`config.mk`:
```
export PLATFORM = sky130hd
export DESIGN_NAME = adder_result_stage
export DESIGN_NICKNAME = d
export VERILOG_FILES = /design/src/rtl/adder_defs.sv /design/src/rtl/result_fifo.sv /design/src/rtl/adder_result_stage.sv
export SDC_FILE = /design/constraint.sdc
export NUM_CORES = 1
export LEC_CHECK = 0
export BUFFER_PORTS_ARGS = -buffer_cell sky130_fd_sc_hd__buf_4
export CORE_MARGIN = 1
export CORE_UTILIZATION = 56
export DETAILED_ROUTE_END_ITERATION = 7
export PLACE_DENSITY = 0.83
export SYNTH_ARGS = -nofsm -noshare
export SYNTH_HDL_FRONTEND = slang
export SYNTH_SLANG_ARGS = --single-unit
```
`constraint.sdc`:
```
create_clock -name clk -period 4.1 [get_ports clk]
set_input_delay 0 -clock clk [delete_from_list [all_inputs] [get_ports clk]]
set_output_delay 0 -clock clk [all_outputs]
set_load 0.01 [all_outputs]
```
`src/rtl/adder_defs.sv`:
```
// Shared definitions for the adder result stage: flag-vector layout and flag derivation.
package adder_defs;

    localparam int FLAGS_W = 4;
    localparam int FLAG_N  = 3;
    localparam int FLAG_Z  = 2;
    localparam int FLAG_C  = 1;
    localparam int FLAG_V  = 0;

    typedef logic [FLAGS_W-1:0] flags_t;

    // Signed overflow: operands agree in sign but the result sign differs from them.
    function automatic flags_t calc_flags(
        input logic sum_msb,
        input logic sum_zero,
        input logic carry,
        input logic a_msb,
        input logic b_msb
    );
        flags_t f;
        f         = '0;
        f[FLAG_N] = sum_msb;
        f[FLAG_Z] = sum_zero;
        f[FLAG_C] = carry;
        f[FLAG_V] = (a_msb == b_msb) && (sum_msb != a_msb);
        return f;
    endfunction

endpackage

```
`src/rtl/result_fifo.sv`:
```
// Small register-based FIFO; head entry is read straight from the slot at the read pointer.
module result_fifo #(
    parameter int DATA_W = 20,
    parameter int DEPTH  = 2
) (
    input  logic                       clk,
    input  logic                       srst,
    input  logic                       push_req,
    input  logic [DATA_W-1:0]          wr_data,
    input  logic                       pop_req,
    output logic [DATA_W-1:0]          rd_data,
    output logic                       full,
    output logic                       empty,
    output logic [$clog2(DEPTH+1)-1:0] count
);

    localparam int PTR_W = $clog2(DEPTH);
    localparam int CNT_W = $clog2(DEPTH+1);

    logic [DATA_W-1:0] mem_reg [DEPTH];
    logic [PTR_W-1:0]  wr_ptr_reg;
    logic [PTR_W-1:0]  rd_ptr_reg;
    logic [CNT_W-1:0]  count_reg;
    logic [CNT_W-1:0]  count_next;
    logic              push;
    logic              pop;

    assign full  = (count_reg == CNT_W'(DEPTH));
    assign empty = (count_reg == '0);
    assign push  = push_req && !full;
    assign pop   = pop_req && !empty;

    always_comb begin
        count_next = count_reg;
        case ({push, pop})
            2'b10:   count_next = count_reg + CNT_W'(1);
            2'b01:   count_next = count_reg - CNT_W'(1);
            default: count_next = count_reg;
        endcase
    end

    // DEPTH is a power of two, so the pointers wrap by natural overflow.
    always_ff @(posedge clk) begin
        if (srst) begin
            wr_ptr_reg <= '0;
            rd_ptr_reg <= '0;
            count_reg  <= '0;
        end else begin
            if (push)
                wr_ptr_reg <= wr_ptr_reg + PTR_W'(1);
            if (pop)
                rd_ptr_reg <= rd_ptr_reg + PTR_W'(1);
            count_reg <= count_next;
        end
    end

    genvar gi;
    generate
        for (gi = 0; gi < DEPTH; gi++) begin : g_slot
            always_ff @(posedge clk) begin
                if (srst)
                    mem_reg[gi] <= '0;
                else if (push && (wr_ptr_reg == PTR_W'(gi)))
                    mem_reg[gi] <= wr_data;
            end
        end
    endgenerate

    assign rd_data = mem_reg[rd_ptr_reg];
    assign count   = count_reg;

endmodule

```
`src/rtl/adder_result_stage.sv`:
```
// Captures adder results with N/Z/C/V flags into a small FIFO toward writeback.
// Optional sticky {C,V} status is enabled by defining STICKY_FLAGS_EN.
module adder_result_stage
    import adder_defs::*;
#(
    parameter int WIDTH = 16,
    parameter int DEPTH = 2
) (
    input  logic                       clk,
    input  logic                       rst,
    input  logic                       in_valid,
    output logic                       in_ready,
    input  logic [WIDTH-1:0]           in_sum,
    input  logic                       in_carry,
    input  logic                       in_a_msb,
    input  logic                       in_b_msb,
    output logic                       out_valid,
    input  logic                       out_ready,
    output logic [WIDTH-1:0]           out_sum,
    output logic [FLAGS_W-1:0]         out_flags,
    output logic [$clog2(DEPTH+1)-1:0] count
`ifdef STICKY_FLAGS_EN
    ,
    output logic [1:0]                 sticky_flags,
    input  logic                       sticky_clr
`endif
);

    localparam int ENTRY_W = WIDTH + FLAGS_W;

    flags_t             in_flags;
    logic [ENTRY_W-1:0] wr_entry;
    logic [ENTRY_W-1:0] rd_entry;
    logic               full;
    logic               empty;

    assign in_flags = calc_flags(in_sum[WIDTH-1], (in_sum == '0), in_carry, in_a_msb, in_b_msb);
    assign wr_entry = {in_flags, in_sum};

    result_fifo #(
        .DATA_W (ENTRY_W),
        .DEPTH  (DEPTH)
    ) u_fifo (
        .clk      (clk),
        .srst     (rst),
        .push_req (in_valid),
        .wr_data  (wr_entry),
        .pop_req  (out_ready),
        .rd_data  (rd_entry),
        .full     (full),
        .empty    (empty),
        .count    (count)
    );

    assign in_ready  = !full;
    assign out_valid = !empty;
    assign out_sum   = rd_entry[WIDTH-1:0];
    assign out_flags = rd_entry[ENTRY_W-1:WIDTH];

`ifdef STICKY_FLAGS_EN
    logic       push;
    logic [1:0] sticky_reg;
    logic [1:0] sticky_next;

    assign push = in_valid && in_ready;

    // A bit set by this cycle's push overrides a simultaneous clear.
    always_comb begin
        sticky_next = sticky_clr ? 2'b00 : sticky_reg;
        if (push)
            sticky_next = sticky_next | {in_flags[FLAG_C], in_flags[FLAG_V]};
    end

    always_ff @(posedge clk) begin
        if (rst)
            sticky_reg <= 2'b00;
        else
            sticky_reg <= sticky_next;
    end

    assign sticky_flags = sticky_reg;
`endif

endmodule

```
# After elaboration in Yosys (flattened, before gate mapping)
# Memory sizes are Yosys's and may differ from the RTL's. A register that Yosys moved wholly into a read port is not among the register bits.
# Cells that the tools add are included.
# classes
addsub	4
eq_ne	5
muxes	13
bitwise_logic	3
reduce_logical	10
# op_table
op	count
$mux 20	2
$logic_not 16->1	1
$mux 1	10
$logic_and 1x1->1	5
$eq 2x2->1 const B	2
$pmux 2 s2	1
$add 1x1->1 const B	2
$add 2x1->2 const B	1
$eq 2x1->1 const B	1
$logic_not 1->1	2
$logic_not 2->1	1
$or 1x1->1	2
$reduce_bool 2->1	1
$sub 2x1->2 const B	1
$eq 1x1->1	1
$ne 1x1->1	1
$not 1->1	1
# word_totals
reg_bits	4
ram_bits	40
inputBits	23
output_inout_bits	24
elab_cells	39
mem_count	1
# mem_list
memory	words	width	rd	rd_clocked_by_memory_dff	write_ports	line	text
u_fifo.mem_reg	2	20	1	1	2	result_fifo.sv:20	logic [DATA_W-1:0] mem_reg [DEPTH];

# Logic depth before layout (Yosys ltp)
# logic_depth
depth_word	8
depth_mapped	7
depth_no_buf	7

# Modules after synthesis
# From an unflattened synthesis, not the netlist that was laid out.
# unflattened
cells_unflattened	166
hier_area_um2	2045.7
# modules_own_cells
module	instances	cells_per_inst	area_per_inst_um2	seq_area_each_um2
result_fifo	1	156	1988.2	1301.2
adder_result_stage	1	10	57.6	0.0

# Worst setup path before layout
# OpenSTA, ideal clock, no wires.
# synth_path
path_kind	reg2reg
from	reg u_fifo.count_reg[0] (netlist: u_fifo.count[0])
to	mem u_fifo.mem_reg[1][0], enable pin
setup_time_ns	0.399
t_arrival_ns	1.748
t_required_ns	3.701
slack_ns	1.953
path_stages_with_launch	5
path_buffers	0
cell_sequence	dfxtp_1 nor2b_2 inv_1 nand2_1 o21bai_1
# synth_lines
element	line	text
from (decl)	result_fifo.sv:23	logic [CNT_W-1:0] count_reg;
from (signal assigned)	result_fifo.sv:53	count_reg <= count_next;
to (decl)	result_fifo.sv:20	

==> results.json <==
{
  "post_cts_hold_buffer_count": 18,
  "final_setup_violations": 0,
  "postSynthAreaPerCell_um2": 14.1,
  "total_cts_buffers": 5,
  "finalWirelength_um": 3890,
  "clk_transition_reported_paths_ns": 0.12,
  "routabilityCongestion": 0.693,
  "firstDrtPassIters": 4,
  "worst-endpoint-arrival_ns": 2.00,
  "critical_path.startpoint_type": "register",
  "worstSkewPairLatency_ns": 0.35,
  "post_synth_instance_area_mm2": 0.00196,
  "coreArea_mm2": 0.00334,
  "syn-instance-count": 139,
  "initialDrtViolationCount": 35,
  "postSynthNetCount": 163,
  "p_leak_uw": 0.00106,
  "seq_area_frac_synth_pct": 63.4,
  "critPathMaxStageDelay_ns": 0.82,
  "synth_adder_area_share_pct": 0.639,
  "clock_tree_from_tritoncts": "done",
  "path_cells": "nor2b_2 -> inv_1 -> nand2_1 -> o21bai_2",
  "maximum_vdd_drop_v": 0.000382,
  "post-route-drc-count": 0,
  "overall_global_routing_usage_pct": 22.4,
  "avgViaCountPerCell": 5.31,
  "holdCritPathClass": "in -> reg",
  "synth-compound-area-share_pct": 2.04,
  "drt.antenna.violating_nets": 0,
  "port_buffers": 46,
  "timing_max_transition_violations_final": 0,
  "antenna_cells_inserted": 0,
  "tightestPinTransition_ns": 1.05,
  "grt_antenna_before_repair": 0,
  "criticalPathCategory": "reg -> reg",
  "clock_power_share_pct": 20.1,
  "area.growth.synth_to_final_pct": 32.0,
  "run_status": "finished clean",
  "grt_pass1_vias": 1203,
  "hpwlAfterDp_um": 2330,
  "hold-path-cell-count": 3,
  "critPathCaptureType": "register",
  "vias": 1332,
  "wl_per_cell_um": 15.5,
  "fillCellCount": 186,
  "power.density_cell_area_mw_per_mm2": 513,
  "reg2reg_depth": 4,
  "timing.hold.ws_ns": 0.0289,
  "cts_htree_levels": 2,
  "finalClockSkew_ns": 0.00870,
  "layout_worst_path_cycle_share_pct": 49.1,
  "combinational_family_with_the_most_area_after_synthesis": "simple AND/OR/NAND/NOR gates",
  "die_w_um": 61.1,
  "post_route_cells_drive_above_1_share_pct": 38.5,
  "final_net_count": 228,
  "timing.critical_path.fanout_max": 19,
  "comb_power_share_pct": 32.9,
  "netSwitchingPower_uw": 391,
  "power_switching_share_pct": 29.5,
  "cp_data_required_time_ns": 4.08,
  "die_height_um": 61.1,
  "io-pin-count": 47,
  "maxSlewHeadroom_pct": 30.2,
  "synth_simple_gate_area_share_pct": 19.0,
  "global_route_wire_length_before_repair_um": 5600,
  "synth_xor_xnor_area_share_pct": 1.34,
  "rows": 21,
  "hold_violations": 0,
  "post_cts.repair.setup_buffers": 0,
  "largest_register_ff_count": 38,
  "rsz0062_at_grt": "false",
  "critPathSlowestCell": "o21bai_2",
  "muxShareOfSynthArea_pct": 10.9,
  "setup_total_negative_slack_ns": 0,
  "die_area_mm2": 0.00374,
  "max_root_sink_buffers": 2,
  "synth-seq-cells": 43,
  "synthesis.yosys.warnings": 0,
  "initial_core_util_pct": 58.7,
  "pwr-share-seq_pct": 47.0,
  "clkSinkCount": 43,
  "fmaxAchievable_ghz": 0.496,
  "yosysUniqueCellTypes": 29,
  "cts_resized": 0,
  "period_minus_slack_ns": 2.01,
  "grt_start_max_net_pins": 20,
  "power.internal_uw": 934,
  "grt_remaining_overflow": 0,
  "maxCapViolations": 0,
  "clock_root_buffer_master": "clkbuf_4"
}
final timing paths:
| kind | start | to | slack (ns) |
|---|---|---|---|
| worst min register to register | u_fifo.count[1]$_SDFFE_PP0P_ | u_fifo.count[1]$_SDFFE_PP0P_ | 0.55 |
| worst max-delay path | u_fifo.count[0]$_SDFFE_PP0P_ | u_fifo.mem_reg[1][1]$_SDFFCE_PN0P_ | 2.09 |
| worst min-delay path | in_valid | u_fifo.wr_ptr_reg$_SDFFE_PP0N_ | 0.03 |
| worst max register to register | u_fifo.count[0]$_SDFFE_PP0P_ | u_fifo.mem_reg[1][1]$_SDFFCE_PN0P_ | 2.09 |
cells in the mapped netlist, drive strengths merged:
master | n | area [um^2]
buf | 6 | 41.3
nor3 | 2 | 10.0
xor2 | 1 | 8.76
or3 | 1 | 6.26
xnor2 | 2 | 17.5
o21a | 1 | 7.51
and2 | 34 | 213
nand3 | 1 | 5.00
nand4 | 1 | 6.26
o21bai | 1 | 7.51
or2 | 1 | 6.26
nor2b | 1 | 8.76
nand2b | 1 | 6.26
inv | 3 | 11.3
nand2 | 1 | 3.75
o21ai | 2 | 10.0
and3b | 1 | 8.76
mux2 | 19 | 214
dfxtp | 5 | 100
a21oi | 3 | 15.0
nor2 | 6 | 22.5
nor4 | 6 | 67.6
edfxtp | 38 | 1140
ha | 1 | 12.5
or4 | 1 | 7.51
power groups by stage:
| stage | combinational [uW] | sequential, uW | clock (uW) |
|---|---|---|---|
| finish | 436 | 623 | 266 |
| global route | 472 | 632 | 287 |
| detailed placement | 421 | 633 | 0 |
| global placement | 411 | 625 | 0 |
| CTS | 437 | 623 | 269 |
| floorplan | 270 | 599 | 0 |
metal layers:
| metal | routed length, um | share of wire, % | track usage, % |
|---|---|---|---|
| met1 | 1530 | 39 | 24.5 |
| met2 | 2140 | 55 | 40.8 |
| met3 | 151 | 3.9 | 6.30 |
| met4 | 63 | 1.6 | 9.09 |
| met5 | 0 | 0 | 0 |
layout make-up:
| cell class | count | area (um^2) | area share (%) |
|---|---|---|---|
| repair buffers | 64 | 526 | 20.3 |
| multi-input cells | 87 | 668 | 25.8 |
| well taps | 46 | 57.6 | 2.23 |
| flip-flops and latches | 43 | 1240 | 48.0 |
| clock buffers | 5 | 37.5 | 1.45 |
| inverters | 3 | 11.3 | 0.436 |
| clock inverters | 3 | 43.8 | 1.69 |
kinds of logic (layout without fill, tap and decap cells):
kind of cell               count (synthesis)  after routing
xor gates and xnor gates                   3              3
buffers and inverters                      9             75
adders and majority gates                  1              1
muxes                                     19             19
DFF                                       43             43
and+or+nand+nor                           57             57
AOI/OAI and AO/OA                          7              7
critical path, delay by kind of cell (launching register included):
family	cells	cell delay [ns]
flops	1	0.48
simple gates	2	0.23
compound gates	1	0.82
buf+inv	1	0.12
layout by cell type (no fill, tap or decap):
cell type      synthesis  final
buf_4                  2     46
nor4_1                 4      4
o21a_1                 1      1
nor2b_2                1      1
clkinv_2               0      1
nor4_4                 2      2
nor2_1                 6      6
ha_1                   1      1
bufinv_16              0      1
dlygate4sd3_1          0     18
or3_1                  1      1
o21bai_2               0      1
and3b_1                1      1
or4_1                  1      1
a21oi_1                3      3
o21ai_0                2      2
nand2_1                1      1
xor2_1                 1      1
and2_1                34     34
clkbuf_4               0      5
nor3_1                 2      2
or2_2                  1      1
mux2_2                19     19
edfxtp_1              38     38
xnor2_1                2      2
inv_2                  1      1
nand4_1                1      1
dfxtp_1                5      5
inv_1                  2      2
nand3_1                1      1
nand2b_1               1      1
clkinv_4               0      1
metrics by stage:
step / utilization [%] / power [uW] / instances / area (um^2) / setup slack (ns)
4_1_cts: 77.5 / 1330 / 251 / 2580 / 2.05
5_1_grt: 77.5 / 1390 / 251 / 2580 / 1.95
6_report: 77.5 / 1330 / 251 / 2580 / 2.09
3_3_place_gp: 69.6 / 1040 / 225 / 2320 / 2.20
2_1_floorplan: - / 868 / 139 / 1960 / 1.95
3_5_place_dp: 69.6 / 1050 / 225 / 2320 / 2.08
Note: power is estimated with default switching activity, not from simulation.
